## src/rtl/sdram_arb_pkg.sv

```systemverilog
// Shared types and defaults for the SDRAM port arbiter (CPU bus vs. data_io download writer).
package sdram_arb_pkg;

  localparam int ADDR_W       = 23;
  localparam int TIMEOUT_DEF  = 64;
  localparam int DL_DEPTH_DEF = 4;

  typedef enum logic [1:0] {
    IDLE = 2'd0,
    CMD  = 2'd1,
    WAIT = 2'd2
  } arb_state_t;

  typedef enum logic {
    GR_CPU = 1'b0,
    GR_DL  = 1'b1
  } grant_t;

  typedef struct packed {
    logic [ADDR_W-1:0] addr;
    logic [7:0]        data;
  } dl_entry_t;

endpackage

```

## src/rtl/sdram_arb_fifo.sv

```systemverilog
// Download write buffer: power-of-2 deep FIFO with show-ahead head entry.
module sdram_arb_fifo #(
  parameter int W     = 8,
  parameter int DEPTH = 4
) (
  input  logic         clk,
  input  logic         rst_n,
  input  logic         push,
  input  logic         pop,
  input  logic [W-1:0] din,
  output logic [W-1:0] dout,
  output logic         full,
  output logic         empty
);
  localparam int PW = (DEPTH > 1) ? $clog2(DEPTH) : 1;

  logic [W-1:0]  mem [DEPTH];
  logic [PW-1:0] wr_ptr;
  logic [PW-1:0] rd_ptr;
  logic [PW:0]   count;
  logic          push_ok;
  logic          pop_ok;

  assign full    = (count == (PW+1)'(DEPTH));
  assign empty   = (count == '0);
  assign push_ok = push & ~full;
  assign pop_ok  = pop & ~empty;
  assign dout    = mem[rd_ptr];

  // Pointers wrap naturally because DEPTH is a power of two.
  always_ff @(posedge clk) begin
    if (!rst_n) begin
      wr_ptr <= '0;
      rd_ptr <= '0;
      count  <= '0;
    end else begin
      if (push_ok) begin
        mem[wr_ptr] <= din;
        wr_ptr      <= wr_ptr + 1'b1;
      end
      if (pop_ok) rd_ptr <= rd_ptr + 1'b1;
      case ({push_ok, pop_ok})
        2'b10:   count <= count + 1'b1;
        2'b01:   count <= count - 1'b1;
        default: count <= count;
      endcase
    end
  end

endmodule

```

## src/rtl/sdram_port_arbiter.sv

```systemverilog
// Shares the byte-wide SDRAM command port between the CPU bus and the download writer.
// SDRAM_ARB_DL_FIFO_EN selects a DL_DEPTH-entry download FIFO instead of one holding register.
module sdram_port_arbiter
  import sdram_arb_pkg::*;
#(
  parameter int AW          = ADDR_W,
  parameter int TIMEOUT_CYC = TIMEOUT_DEF,
  parameter int DL_DEPTH    = DL_DEPTH_DEF
) (
  input  logic          clock_i,
  input  logic          reset_n_i,
  input  logic [AW-1:0] cpu_addr_i,
  input  logic [7:0]    cpu_din_i,
  input  logic          cpu_rd_i,
  input  logic          cpu_wr_i,
  output logic [7:0]    cpu_dout_o,
  output logic          cpu_ack_o,
  input  logic          dl_wr_i,
  input  logic [AW-1:0] dl_addr_i,
  input  logic [7:0]    dl_data_i,
  output logic          dl_busy_o,
  output logic [AW-1:0] mem_addr_o,
  output logic [7:0]    mem_din_o,
  output logic          mem_rd_o,
  output logic          mem_we_o,
  input  logic [7:0]    mem_dout_i,
  input  logic          mem_ready_i,
  output logic          err_o,
  output logic          ovf_o,
  output arb_state_t    dbg_state_o
);
  localparam int TW = (TIMEOUT_CYC > 1) ? $clog2(TIMEOUT_CYC) : 1;

  // Handshakes: the CPU holds rd/wr until the one-cycle cpu_ack_o; a download byte is accepted
  // on any dl_wr_i cycle with dl_busy_o low; the SDRAM gets a one-cycle strobe and answers with
  // a one-cycle mem_ready_i, which only counts while in WAIT.
  arb_state_t    state, state_nxt;
  grant_t        grant_q, last_grant, sel;
  logic          start, finish, timed_out;
  logic          cpu_req, dl_req;
  logic [TW-1:0] timer;
  logic [AW-1:0] cmd_addr;
  logic [7:0]    cmd_din;
  logic          cmd_we;
  dl_entry_t     push_entry, head_entry;
  logic          buf_full, buf_empty, push, pop;

  assign push_entry = '{addr: dl_addr_i, data: dl_data_i};
  assign push       = dl_wr_i & ~buf_full;
  assign pop        = finish & (grant_q == GR_DL);
  assign dl_busy_o  = buf_full;

`ifdef SDRAM_ARB_DL_FIFO_EN
  sdram_arb_fifo #(
    .W     ($bits(dl_entry_t)),
    .DEPTH (DL_DEPTH)
  ) u_dl_fifo (
    .clk   (clock_i),
    .rst_n (reset_n_i),
    .push  (push),
    .pop   (pop),
    .din   (push_entry),
    .dout  (head_entry),
    .full  (buf_full),
    .empty (buf_empty)
  );
`else
  logic      hold_valid;
  dl_entry_t hold_q;

  always_ff @(posedge clock_i) begin
    if (!reset_n_i) begin
      hold_valid <= 1'b0;
      hold_q     <= '0;
    end else if (push) begin
      hold_valid <= 1'b1;
      hold_q     <= push_entry;
    end else if (pop) begin
      hold_valid <= 1'b0;
    end
  end

  assign buf_full   = hold_valid;
  assign buf_empty  = ~hold_valid;
  assign head_entry = hold_q;
`endif

  // The CPU request is masked during its own ack cycle so a still-held level is not reissued.
  assign cpu_req = (cpu_rd_i | cpu_wr_i) & ~cpu_ack_o;
  assign dl_req  = ~buf_empty;

  always_ff @(posedge clock_i) begin
    if (!reset_n_i) state <= IDLE;
    else            state <= state_nxt;
  end

  always_comb begin
    state_nxt = state;
    start     = 1'b0;
    finish    = 1'b0;
    timed_out = 1'b0;
    sel       = GR_CPU;
    case (state)
      IDLE: begin
        if (cpu_req || dl_req) begin
          start     = 1'b1;
          state_nxt = CMD;
          if (cpu_req && dl_req) sel = (last_grant == GR_CPU) ? GR_DL : GR_CPU;
          else                   sel = cpu_req ? GR_CPU : GR_DL;
        end
      end
      CMD: state_nxt = WAIT;
      WAIT: begin
        if (mem_ready_i) begin
          finish    = 1'b1;
          state_nxt = IDLE;
        end else if (timer == TW'(TIMEOUT_CYC - 1)) begin
          finish    = 1'b1;
          timed_out = 1'b1;
          state_nxt = IDLE;
        end
      end
      default: state_nxt = IDLE;
    endcase
  end

  always_ff @(posedge clock_i) begin
    if (!reset_n_i) begin
      grant_q    <= GR_CPU;
      last_grant <= GR_DL;
      timer      <= '0;
      cmd_addr   <= '0;
      cmd_din    <= '0;
      cmd_we     <= 1'b0;
      cpu_ack_o  <= 1'b0;
      cpu_dout_o <= 8'h00;
      err_o      <= 1'b0;
      ovf_o      <= 1'b0;
    end else begin
      cpu_ack_o <= 1'b0;
      timer     <= (state == WAIT) ? timer + 1'b1 : '0;
      if (start) begin
        grant_q    <= sel;
        last_grant <= sel;
        if (sel == GR_CPU) begin
          cmd_addr <= cpu_addr_i;
          cmd_din  <= cpu_din_i;
          cmd_we   <= cpu_wr_i;
        end else begin
          cmd_addr <= head_entry.addr;
          cmd_din  <= head_entry.data;
          cmd_we   <= 1'b1;
        end
      end
      if (finish && grant_q == GR_CPU) begin
        cpu_ack_o <= 1'b1;
        if (!cmd_we) cpu_dout_o <= timed_out ? 8'hFF : mem_dout_i;
      end
      if (timed_out)           err_o <= 1'b1;
      if (dl_wr_i && buf_full) ovf_o <= 1'b1;
    end
  end

  assign mem_addr_o  = cmd_addr;
  assign mem_din_o   = cmd_din;
  assign mem_rd_o    = (state == CMD) & ~cmd_we;
  assign mem_we_o    = (state == CMD) & cmd_we;
  assign dbg_state_o = state;

endmodule

```

## config.mk

```make
export PLATFORM = sky130hd
export DESIGN_NAME = sdram_port_arbiter
export DESIGN_NICKNAME = d
export VERILOG_FILES = /design/src/rtl/sdram_arb_pkg.sv /design/src/rtl/sdram_arb_fifo.sv /design/src/rtl/sdram_port_arbiter.sv
export SDC_FILE = /design/constraint.sdc
export NUM_CORES = 1
export LEC_CHECK = 0
export ABC_CLOCK_PERIOD_IN_PS = 1950
export CAP_MARGIN = 20
export CORE_ASPECT_RATIO = 0.7
export CORE_MARGIN = 1
export CORE_UTILIZATION = 43
export CTS_CLUSTER_DIAMETER = 150
export CTS_CLUSTER_SIZE = 25
export DETAILED_ROUTE_END_ITERATION = 6
export GPL_ROUTABILITY_DRIVEN = 0
export HOLD_SLACK_MARGIN = 0.05
export PLACE_DENSITY = 0.79
export SYNTH_ARGS = -nofsm -noshare
export SYNTH_HDL_FRONTEND = slang
export SYNTH_SLANG_ARGS = --single-unit
```

## constraint.sdc

```tcl
create_clock -name clock_i -period 1.95 [get_ports clock_i]
set_input_delay 0.2925 -clock clock_i [delete_from_list [all_inputs] [get_ports clock_i]]
set_output_delay 0.2925 -clock clock_i [all_outputs]
set_load 0.02 [all_outputs]
```

### Yosys cells after proc, flatten, opt, wreduce, memory -nomap -nowiden

Cells that the tools add are included.

| word-level totals | value |
|---|---|
| register bits after elaboration | 85 |
| output and inout bits | 47 |

| operators by class | value |
|---|---|
| add/sub/neg operators | 1 |
| equal/unequal tests | 5 |
| muxes and demuxes | 23 |
| bitwise operators | 10 |
| reductions and logical operators | 9 |

Operator list:

| cell | count |
|---|---|
| 23-bit 2-to-1 mux | 1 |
| 1-bit 2-to-1 mux | 16 |
| 8-bit 2-to-1 mux | 2 |
| 6-bit by 1-bit adder with 6-bit output (second input constant) | 1 |
| 6-bit == test (second input constant) | 1 |
| 2-bit 2-to-1 mux | 3 |
| 2-bit case mux with 3 select lines | 1 |
| 2-bit AND reduction | 3 |
| 1-bit bitwise AND | 5 |
| 1-bit NOT | 4 |
| 1-bit logical AND | 3 |
| 3-bit inequality test (second input constant) | 1 |
| 2-bit by 1-bit == test with 1-bit output (second input constant) | 1 |
| 2-bit == test (second input constant) | 1 |
| 2-bit logical NOT | 1 |
| 2-bit inequality test (second input constant) | 1 |
| 2-bit nonzero test | 1 |
| 1-bit logical OR | 1 |
| 1-bit OR | 1 |

### Depth between registers and ports, before layout

| logic depth | value |
|---|---|
| word-level depth | 7 |
| gate-level depth with buffers | 5 |
| mapped depth without buffers | 5 |

### Worst setup path after synthesis

No wires, ideal clock.

| path | value |
|---|---|
| path type | reg2reg |
| start point | register timer[0] |
| end point | register cpu_dout_o[0] |
| setup time | 59 ps |
| arrival | 1440 ps |
| data required time | 1891 ps |
| setup slack | 452 ps |
| cell stages (with the launch flop) | 6 |
| buffers on the path | 0 |
| path through | dfxtp_1 ha_1 and3_4 a31oi_4 nor4_4 o221a_2 |

| on the way | value |
|---|---|
| cells in the longest elaborated chain, start to end | 6 |

RTL lines:

| item | RTL line | text |
|---|---|---|
| from (decl) | sdram_port_arbiter.sv:41 | `logic [TW-1:0] timer;` |
| from (signal assigned) | sdram_port_arbiter.sv:141 | `timer <= (state == WAIT) ? timer + 1'b1 : '0;` |
| 6-bit == test * | sdram_port_arbiter.sv:117 | `end else if (timer == TW'(TIMEOUT_CYC - 1)) begin` |
| 1-bit 2-to-1 mux * | sdram_port_arbiter.sv:117 |  |
| 1-bit 2-to-1 mux | sdram_port_arbiter.sv:114 | `if (mem_ready_i) begin` |
| 1-bit 2-to-1 mux | sdram_port_arbiter.sv:103 | `case (state)` |
| 1-bit logical AND | sdram_port_arbiter.sv:155 | `if (finish && grant_q == GR_CPU) begin` |
| 2-bit AND reduction (no line) | - |  |
| to (signal assigned) | sdram_port_arbiter.sv:157 | `if (!cmd_we) cpu_dout_o <= timed_out ? 8'hFF : mem_dout_i;` |
| to (decl) | sdram_port_arbiter.sv:16 | `output logic [7:0] cpu_dout_o,` |

Mark *: on every way between the ends. The rest lies on a longest branch, timed or not.
A chain may end at the register's enable or synchronous reset.

### Final worst setup path

| path | value |
|---|---|
| start point | register hold_valid (netlist: dl_busy_o) |
| end point | output port dl_busy_o |

RTL lines:

| item | RTL line | text |
|---|---|---|
| from (decl) | sdram_port_arbiter.sv:68 | `logic hold_valid;` |
| from (signal assigned) | sdram_port_arbiter.sv:73 | `hold_valid <= 1'b0;` |
| from (signal assigned) | sdram_port_arbiter.sv:76 | `hold_valid <= 1'b1;` |
| from (signal assigned) | sdram_port_arbiter.sv:79 | `hold_valid <= 1'b0;` |
| to (decl) | sdram_port_arbiter.sv:21 | `output logic dl_busy_o,` |

No word-level cell between the ends.

==> out/summary.txt <==
Hold buffer count at CTS: 0
Grt total ovfl: 0
Max incr delay on CP: 0.65 ns
Die span in y: 73.8 µm
PD cells: 933 nW/µm²
# port buffers: 122
Final Util: 68.7%
Synthesized cell area: 3160 µm²
Vias: 3062
FF+latch area: 1700 µm²
Outcome: complete, no violations
# placed instances: 565
R2R Setup Slk: 0.26 ns
CP bufs+invs: 1
Multi-input gate area: 1330 µm²
Hold Fails Final Rpt: 0
Worst Skew: 0.00614 ns
Largest net degree at the start of global routing: 44
Post-synthesis sequential area ratio: 53.8%
Nets: 559
Max FO, Critical Path: 6
Setup crit end kind: primary output
Diode count: 0
Fmax: 570 MHz
Crit-path cells: clkdlybuf4s50_1
Initial Util: 45.5%
Top Ports: 123
Post-CTS setup buffer count: 0
RR Endpoint: cpu_dout_o[5]$_SDFFE_PN0P_
Die area: 7710 µm²
Initial antenna violation count: 0
Layout cells sized above 1: 9.67%
Required time of the critical path: 1.66 ns
Crit start category: flop
Final Cycle Share: 90.0%
PostCTS Resize Cnt: 2
Global Route Usage Sum: 24.4%
Mean Syn Cell Area: 8.74 µm²
Root buffer selected by CTS: clkbuf_8
R2r startpoint: timer[0]$_SDFF_PN0_
Slowest CP cell: clkdlybuf4s50_1
Post-synthesis net count: 439
FFs w/ async S/R, synth: 0%
Initial DRC count: 107
Layout Cells excl Fill: 580
Hold Path Class: in -> reg
Leading post-synthesis cells by cell area: dfxtp_1 54%, nand2_1 7.6%, o22ai_1 6.1%
Reg clk slew, reported paths: 0.08 ns
CTS H-tree lvls: 3
Critical path class: reg -> out
Drt first pass iters: 4
R2R cell count: 5
GR Util met3: 7.63%
Die Wd: 105 µm
Met2 Usage GRT: 38.5%
Final wirelength: 8.99 mm
Critical path launch point: dl_busy_o$_SDFFE_PN0P_
FF+latch count, synth: 85
Post-DP HPWL: 6.24 mm
Minimum clock period: 1.76 ns
DR WL/cell: 15.5 µm
Clock sinks: 85
Max-cap viol count: 0
Mapped Cells: 362
Met1 Track Usage GR: 31.2%
RSZ-0062 raised after global routing: no
Yosys cell types: 36
Top delay family on crit path: buffers and inverters
Crit path depth: 1
VDD IR-drop max: 0.404 mV
Synth-to-layout area growth: 50.9%
Synthesis warning total: 0
EDFF count, synth: 0
CTS tree: done
Slew headroom: 64.3%
Routed Antenna Nets: 0
Critical Path End: dl_busy_o
Vias in the first global route: 3041
Cell Rows: 25
Gr busiest metal: met2
Crit path DAT: 1.46 ns
Count of pins over their slew limit: 0
Ys flop type: dfxtp_1
Num CTS Buffers: 9
Most frequent cells in the layout: 119 x clkdlybuf4s50_1, 85 x dfxtp_1, 64 x nand2_1
Fillers: 569
Pin slew with the least headroom to its limit: 0.535 ns
Clock latency on the worst-skew pair: 0.35 ns
Setup TNS: 0 ns
Leakage: 0.00177 µW
Top-area cell type share of the netlist area: 53.8%
Area leader, netlist: dfxtp_1
First-pass GRT wire length: 14.5 mm
Most common cell after layout, fill and taps aside: clkdlybuf4s50_1
# setup viols final: 0
Clock Path Buffers: 2
Core area: 6940 µm²
Drt drc: 0
Drt via density: 5.28
-- cell families after synthesis --
family / after synthesis / share of synthesized area, %
AOI/OAI and AO/OA: 116 / 22.4
xor gates and xnor gates: 4 / 1.11
adders and majority gates: 1 / 0.396
buffers and inverters: 31 / 4.39
DFF: 85 / 53.8
and+or+nand+nor: 125 / 17.9
-- Yosys cell counts, drive strengths merged, types with 3 or more instances --
library cell / n
nor2: 15
buf: 11
nand2: 64
dfxtp: 85
a21oi: 34
and3: 3
inv: 4
nand3: 34
o22ai: 31
clkbuf: 15
nor2b: 3
o21ai: 35
o221a: 8
-- metal layers --
layer | part of all wire [%] | vias to the layer above
li1 | - | 1517
met1 | 47 | 1406
met2 | 44 | 126
met3 | 7.4 | 13
met4 | 1.2 | 0
met5 | 0 | -
-- stage by stage --
| stage | hold WS [ns] | instance area [µm²] | power, µW | setup slack (ns) |
|---|---|---|---|---|
| 2_1_floorplan | 0.426 | 3160 | 2410 | 0.452 |
| 3_3_place_gp | 0.442 | 4510 | 2870 | 0.259 |
| 3_5_place_dp | 0.446 | 4510 | 2890 | 0.184 |
| 4_1_cts | 0.420 | 4770 | 4490 | 0.164 |
| 5_1_grt | 0.470 | 4770 | 4620 | 0.127 |
| 6_report | 0.437 | 4770 | 4450 | 0.194 |
-- flip-flops by register name, summed over array words and instances, names as in the netlist, 2 cells and up --
name / cells
dbg_state_o: 2
mem_din_o: 8
head_entry: 31
mem_addr_o: 23
cpu_dout_o: 8
timer: 6
-- final cells by class --
cell class / instances / share of cell area, %
sequential: 85 / 35.7
timing repair buffer: 136 / 28.2
multi-input combinational: 246 / 27.9
clock buffer: 11 / 2.96
clock inverter: 4 / 2.52
tap: 94 / 2.46
inverter: 4 / 0.315
-- power breakdown --
| group | internal (µW) | leakage [µW] | switching [µW] |
|---|---|---|---|
| clock | 1010 | 0.000130 | 591 |
| sequential | 1880 | 0.000698 | 93.0 |
| combinational | 440 | 0.000946 | 443 |
| total | 3330 | 0.00177 | 1130 |
-- worst min path at each step --
stage | endpoint | cells after the start | startpoint | slack, ns
CTS | grant_q$_SDFFE_PN0P_ | 3 | reset_n_i | 0.42
finish | grant_q$_SDFFE_PN0P_ | 3 | reset_n_i | 0.44
detailed placement | head_entry[15]$_SDFFE_PN0P_ | 2 | head_entry[15]$_SDFFE_PN0P_ | 0.45
floorplan | timer[0]$_SDFF_PN0_ | 1 | timer[0]$_SDFF_PN0_ | 0.43
global placement | timer[0]$_SDFF_PN0_ | 1 | timer[0]$_SDFF_PN0_ | 0.44
global route | err_o$_SDFFE_PN0P_ | 3 | reset_n_i | 0.47
Note: power is estimated with default switching activity, not from simulation.
==> RTL change 1, RTL diff (same flow settings) <==
Build with the macro `SDRAM_ARB_DL_FIFO_EN` defined.
--- a/src/rtl/sdram_port_arbiter.sv
+++ b/src/rtl/sdram_port_arbiter.sv
@@ -1,4 +1,6 @@
 // Shares the byte-wide SDRAM command port between the CPU bus and the download writer.
 // SDRAM_ARB_DL_FIFO_EN selects a DL_DEPTH-entry download FIFO instead of one holding register.
+`define SDRAM_ARB_DL_FIFO_EN
+
 module sdram_port_arbiter
   import sdram_arb_pkg::*;
Function: changed (a bounded check fails within 4 cycles, from zero or initial values and one cycle with reset_n_i low).
==> RTL change 1 against the unedited design <==
  * The flow now finishes with violations (setup timing)
  * Cell area up 100%
  * Synthesized cell count up 19%
  * Register-to-register slack worse by 0.48 ns
  * Routed wire length up 67%
  * Sequential power up 130%
  * Clock skew up 0.0066 ns
  * Worst hold slack worse by 0.19 ns
  * Sequential cell count up 101
  * Via count up 40%
  * Setup slack worse by 0.41 ns
  * Power up 110%
  * Core utilization down 9.6 points
  * Critical path depth up 9
  * Synthesized area up 130%
  * Critical path type is now flop to flop
  * Critical endpoint is now u_dl_fifo.count[2]
==> RTL change 1: results <==
set metrics [dict create \
    status "complete, but fails checks" \
    failed_checks "setup timing" \
    slowest_stage "dfxtp_2" \
    grt_max_degree 33 \
    synth_commonest_cells "124 x edfxtp_1, 62 x dfxtp_1, 38 x nor2_1" \
    crit_path_max_fanout 2 \
    ys.flop_type "edfxtp_1" \
    first_iter_violations 293 \
    setup_viol 2 \
    final_nets 675 \
    cts.htree.levels 4 \
    clk_latency_ns 0.43 \
    synth-edff-count 124 \
    grt_util_met1_pct 23.6 \
    wl_per_cell_um 18.0 \
    postPlaceCellArea_mm2 0.00908 \
    clock_skew_ns 0.0127 \
    grt_pass1_vias 4442 \
    dpl.hpwl_um 10000 \
    cts_setup_buffers 2 \
    synth_cell_type_count 41 \
    ir_drop_uv 633 \
    path_delay_family "simple AND/OR/NAND/NOR gates" \
    slew_headroom_pct 65.4 \
    tns_ns -0.253 \
    grt_use_met2_pct 30.1 \
    whs_ns 0.245 \
    fin_ws_ns -0.216 \
    leakagePower_nw 3.26 \
    critPathArrivalTime_ns 2.53 \
    num_vias 4272 \
    grt_pass1_wl_um 23000 \
]
RTL change 1: tightest hold or removal path: stages:
cell,delay (ns)
buf_2,0.19
o21ai_0,0.11
nor2_1,0.04
RTL change 1: final cells by class:
class	instances	area, um^2
clock buffer	20	447
clock inverter	12	98.8
fill	1237	6660
inverter	6	22.5
multi-input combinational	215	2110
sequential	186	4970
tap	225	282
timing repair buffer	166	1710
RTL change 1: power by group:
group	switching, mW	total, mW	internal (mW)	leakage, nW
Sequential	0.127	4.56	4.43	1.64
Combinational	0.701	1.46	0.755	1.36
Clock	1.40	3.18	1.78	0.265
Total	2.23	9.20	6.97	3.26
RTL change 1: layer usage:
| layer | part of all wire (%) | vias to the layer above |
|---|---|---|
| li1 | - | 2005 |
| met1 | 44 | 2130 |
| met2 | 48 | 113 |
| met3 | 6.1 | 24 |
| met4 | 1.7 | 0 |
| met5 | 0 | - |
RTL change 1: cells by family after synthesis:
kind of cell	share of synthesized area, %
multiplexers	10.3
AO/OA/AOI/OAI	10.4
buffers and inverters	1.89
AND/OR/NAND/NOR	5.83
flip-flops	69.4
XOR/XNOR	0.857
adder cells (fa/ha/maj)	1.33
RTL change 1: through the flow:
| stage | instances | setup slack, ns |
|---|---|---|
| after floorplan | 429 | -0.229 |
| after global placement | 796 | -0.272 |
| after detailed placement | 796 | -0.339 |
| after CTS | 830 | -0.222 |
| after global routing | 830 | -0.365 |
| final | 830 | -0.216 |
RTL change 1: path summary, 6_finish.rpt:
| path | endpoint | depth (start not counted) | startpoint |
|---|---|---|---|
| setup / recovery | u_dl_fifo.count[2] | 10 | timer[1] |
| hold / removal | mem_addr_o[18] | 3 | reset_n_i |
| setup reg to reg | u_dl_fifo.count[2] | 10 | timer[1] |
| hold reg to reg | flop | 2 | u_dl_fifo.rd_ptr[1] |
==> RTL change 2, RTL diff (same settings) <==
Without the edit above. Put one more register stage on the output `ovf_o`, cleared by the reset. The value now appears one clock later. The other outputs are not delayed to match.
--- a/src/rtl/sdram_port_arbiter.sv
+++ b/src/rtl/sdram_port_arbiter.sv
@@ -31,4 +31,6 @@
 );
   localparam int TW = (TIMEOUT_CYC > 1) ? $clog2(TIMEOUT_CYC) : 1;
+
+  logic ovf_s0;
 
   // Handshakes: the CPU holds rd/wr until the one-cycle cpu_ack_o; a download byte is accepted
@@ -136,5 +138,5 @@
       cpu_dout_o <= 8'h00;
       err_o      <= 1'b0;
-      ovf_o      <= 1'b0;
+      ovf_s0     <= 1'b0;
     end else begin
       cpu_ack_o <= 1'b0;
@@ -158,5 +160,5 @@
       end
       if (timed_out)           err_o <= 1'b1;
-      if (dl_wr_i && buf_full) ovf_o <= 1'b1;
+      if (dl_wr_i && buf_full) ovf_s0 <= 1'b1;
     end
   end
@@ -168,4 +170,12 @@
   assign dbg_state_o = state;
 
+  always_ff @(posedge clock_i) begin
+    if (!reset_n_i) begin
+      ovf_o <= '0;
+    end else begin
+      ovf_o <= ovf_s0;
+    end
+  end
+
 endmodule
 
Check against the original RTL: not equivalent (Yosys sat finds a counterexample within 4 cycles, from zero or initial values and one cycle with reset_n_i low).
==> RTL change 2 against the unedited design <==
  * Combinational power rose by 0.7%
  * Clock skew up 0.0021 ns
  * Power down 7.8%
  * Synthesized cell count increased by 0.55%
  * Core utilization shrank 0.29 points
  * Sequential cell count increased by 1
  * Cell area down 0.42%
  * Synthesized area grew 0.71%
  * Global-route usage fell by 1.1 points
  * Largest cell class unchanged
  * Count of clock-buffer cells in the layout is the same
  * Routed wire length is 4.3% lower
  * Setup slack better by 0.026 ns
  * Non-clock buffer count increased by 2
  * Maximum frequency grew 1.5%
==> RTL change 2: results <==
set metrics [dict create \
    status "complete, no violations" \
    cts_inserted_buffers 9 \
    yosys_warnings 0 \
    synth_mux_area_share_pct 0 \
    tightest_slew_ns 0.487 \
    largest_reg_flops 31 \
    synth_cell_type_count 36 \
    antenna_cells 0 \
    synthArstFlopShare_pct 0 \
    top_layer_used "met4" \
    max_stage_delay_ns 0.38 \
    synthAdderAreaFrac_pct 0.393 \
    grt_util_met1_pct 30.4 \
    cts_resized 2 \
    root_buffer "clkbuf_8" \
    first_pass_iters 5 \
    wirelength_um 8600 \
    synth_commonest_cells "86 x dfxtp_1, 64 x nand2_1, 34 x a21oi_1, 34 x nand3_1, 33 x o21ai_0" \
    p_sw_mw 1.13 \
    hp-class "input port to flop" \
    fin_cells 585 \
    grt_use_total_pct 23.3 \
    synthTopCellsByArea "dfxtp_1 54%, nand2_1 7.5%, o22ai_1 6.1%" \
    num_vias 3072 \
    grt_max_degree 33 \
    syn_inst 364 \
    dpl.hpwl_um 6210 \
    synth_compound_area_share_pct 22.3 \
    leakagePower_nw 1.76 \
    syn-num-nets 441 \
    met3_length_um 741 \
    wl_met2_um 3870 \
    m1WireLength_um 3900 \
    clk_latency_ns 0.34 \
    ir_drop_uv 429 \
    layout-drive-gt1-share_pct 10.2 \
    synth.yosys.seq_area_share_pct 54.0 \
    clkTransAtPathRegs_ns 0.08 \
    grt_pass1_wl_um 14000 \
    critPathArrivalTime_ns 1.44 \
    synth_xor_area_share_pct 1.10 \
    clock_skew_ns 0.00828 \
    clock_power_mw 1.24 \
    gr-usage-met3_pct 6.57 \
    crit_path_max_fanout 5 \
    clk_path_buf_depth 2 \
    slowest_stage "dfxtp_1" \
    grt_use_met2_pct 38.0 \
    final_nets 563 \
    first_iter_violations 122 \
    grt_pass1_vias 2877 \
    dp.cells 569 \
]
[RTL change 2: changes by cell type after synthesis]
cell      delta
dfxtp_1      +1
and2_1       +1
buf_2        -3
buf_1        +1
clkbuf_1     +2
[RTL change 2: final timing paths]
kind / from / end / slack [ns] / depth (start not counted)
worst max-delay path: dbg_state_o[0] / mem_rd_o / 0.22 / 3
worst min-delay path: reset_n_i / err_o / 0.39 / 3
worst max register to register: timer[0] / cpu_dout_o[5] / 0.22 / 5
worst min register to register: head_entry[15] / head_entry[15] / 0.46 / 2
[RTL change 2: stage by stage]
stage | setup WS [ns] | hold slack, ns | total power [mW] | area, um^2 | utilization, %
after floorplan | 0.452 | 0.426 | 2.43 | 3190 | -
after global placement | 0.209 | 0.438 | 2.90 | 4550 | 65.6
after detailed placement | 0.139 | 0.446 | 2.91 | 4550 | 65.6
after CTS | 0.199 | 0.384 | 4.15 | 4750 | 68.4
after global routing | 0.123 | 0.433 | 4.31 | 4750 | 68.4
final | 0.220 | 0.388 | 4.11 | 4750 | 68.4
[RTL change 2: final cells by class]
cell class | count | area (um^2)
Inverter | 4 | 15.0
Timing Repair Buffer | 138 | 1360
Clock inverter | 5 | 58.8
Sequential cell | 86 | 1720
Multi-Input combinational cell | 247 | 1340
Tap cell | 94 | 118
Clock buffer | 11 | 141
Fill cell | 606 | 2190
[RTL change 2: worst max-delay path, delay by kind of cell, from the launching register on]
kind | cells | cell delay (ns)
buf+inv | 1 | 0.33
flops | 1 | 0.38
simple gates | 2 | 0.37
[RTL change 2: cell families (layout without fill, tap and decap cells)]
group,after synthesis,after routing
and+or+nand+nor,126,126
DFF,86,86
AOI/OAI and AO/OA,116,116
buffers and inverters,31,158
adders and majority gates,1,1
xor gates and xnor gates,4,4
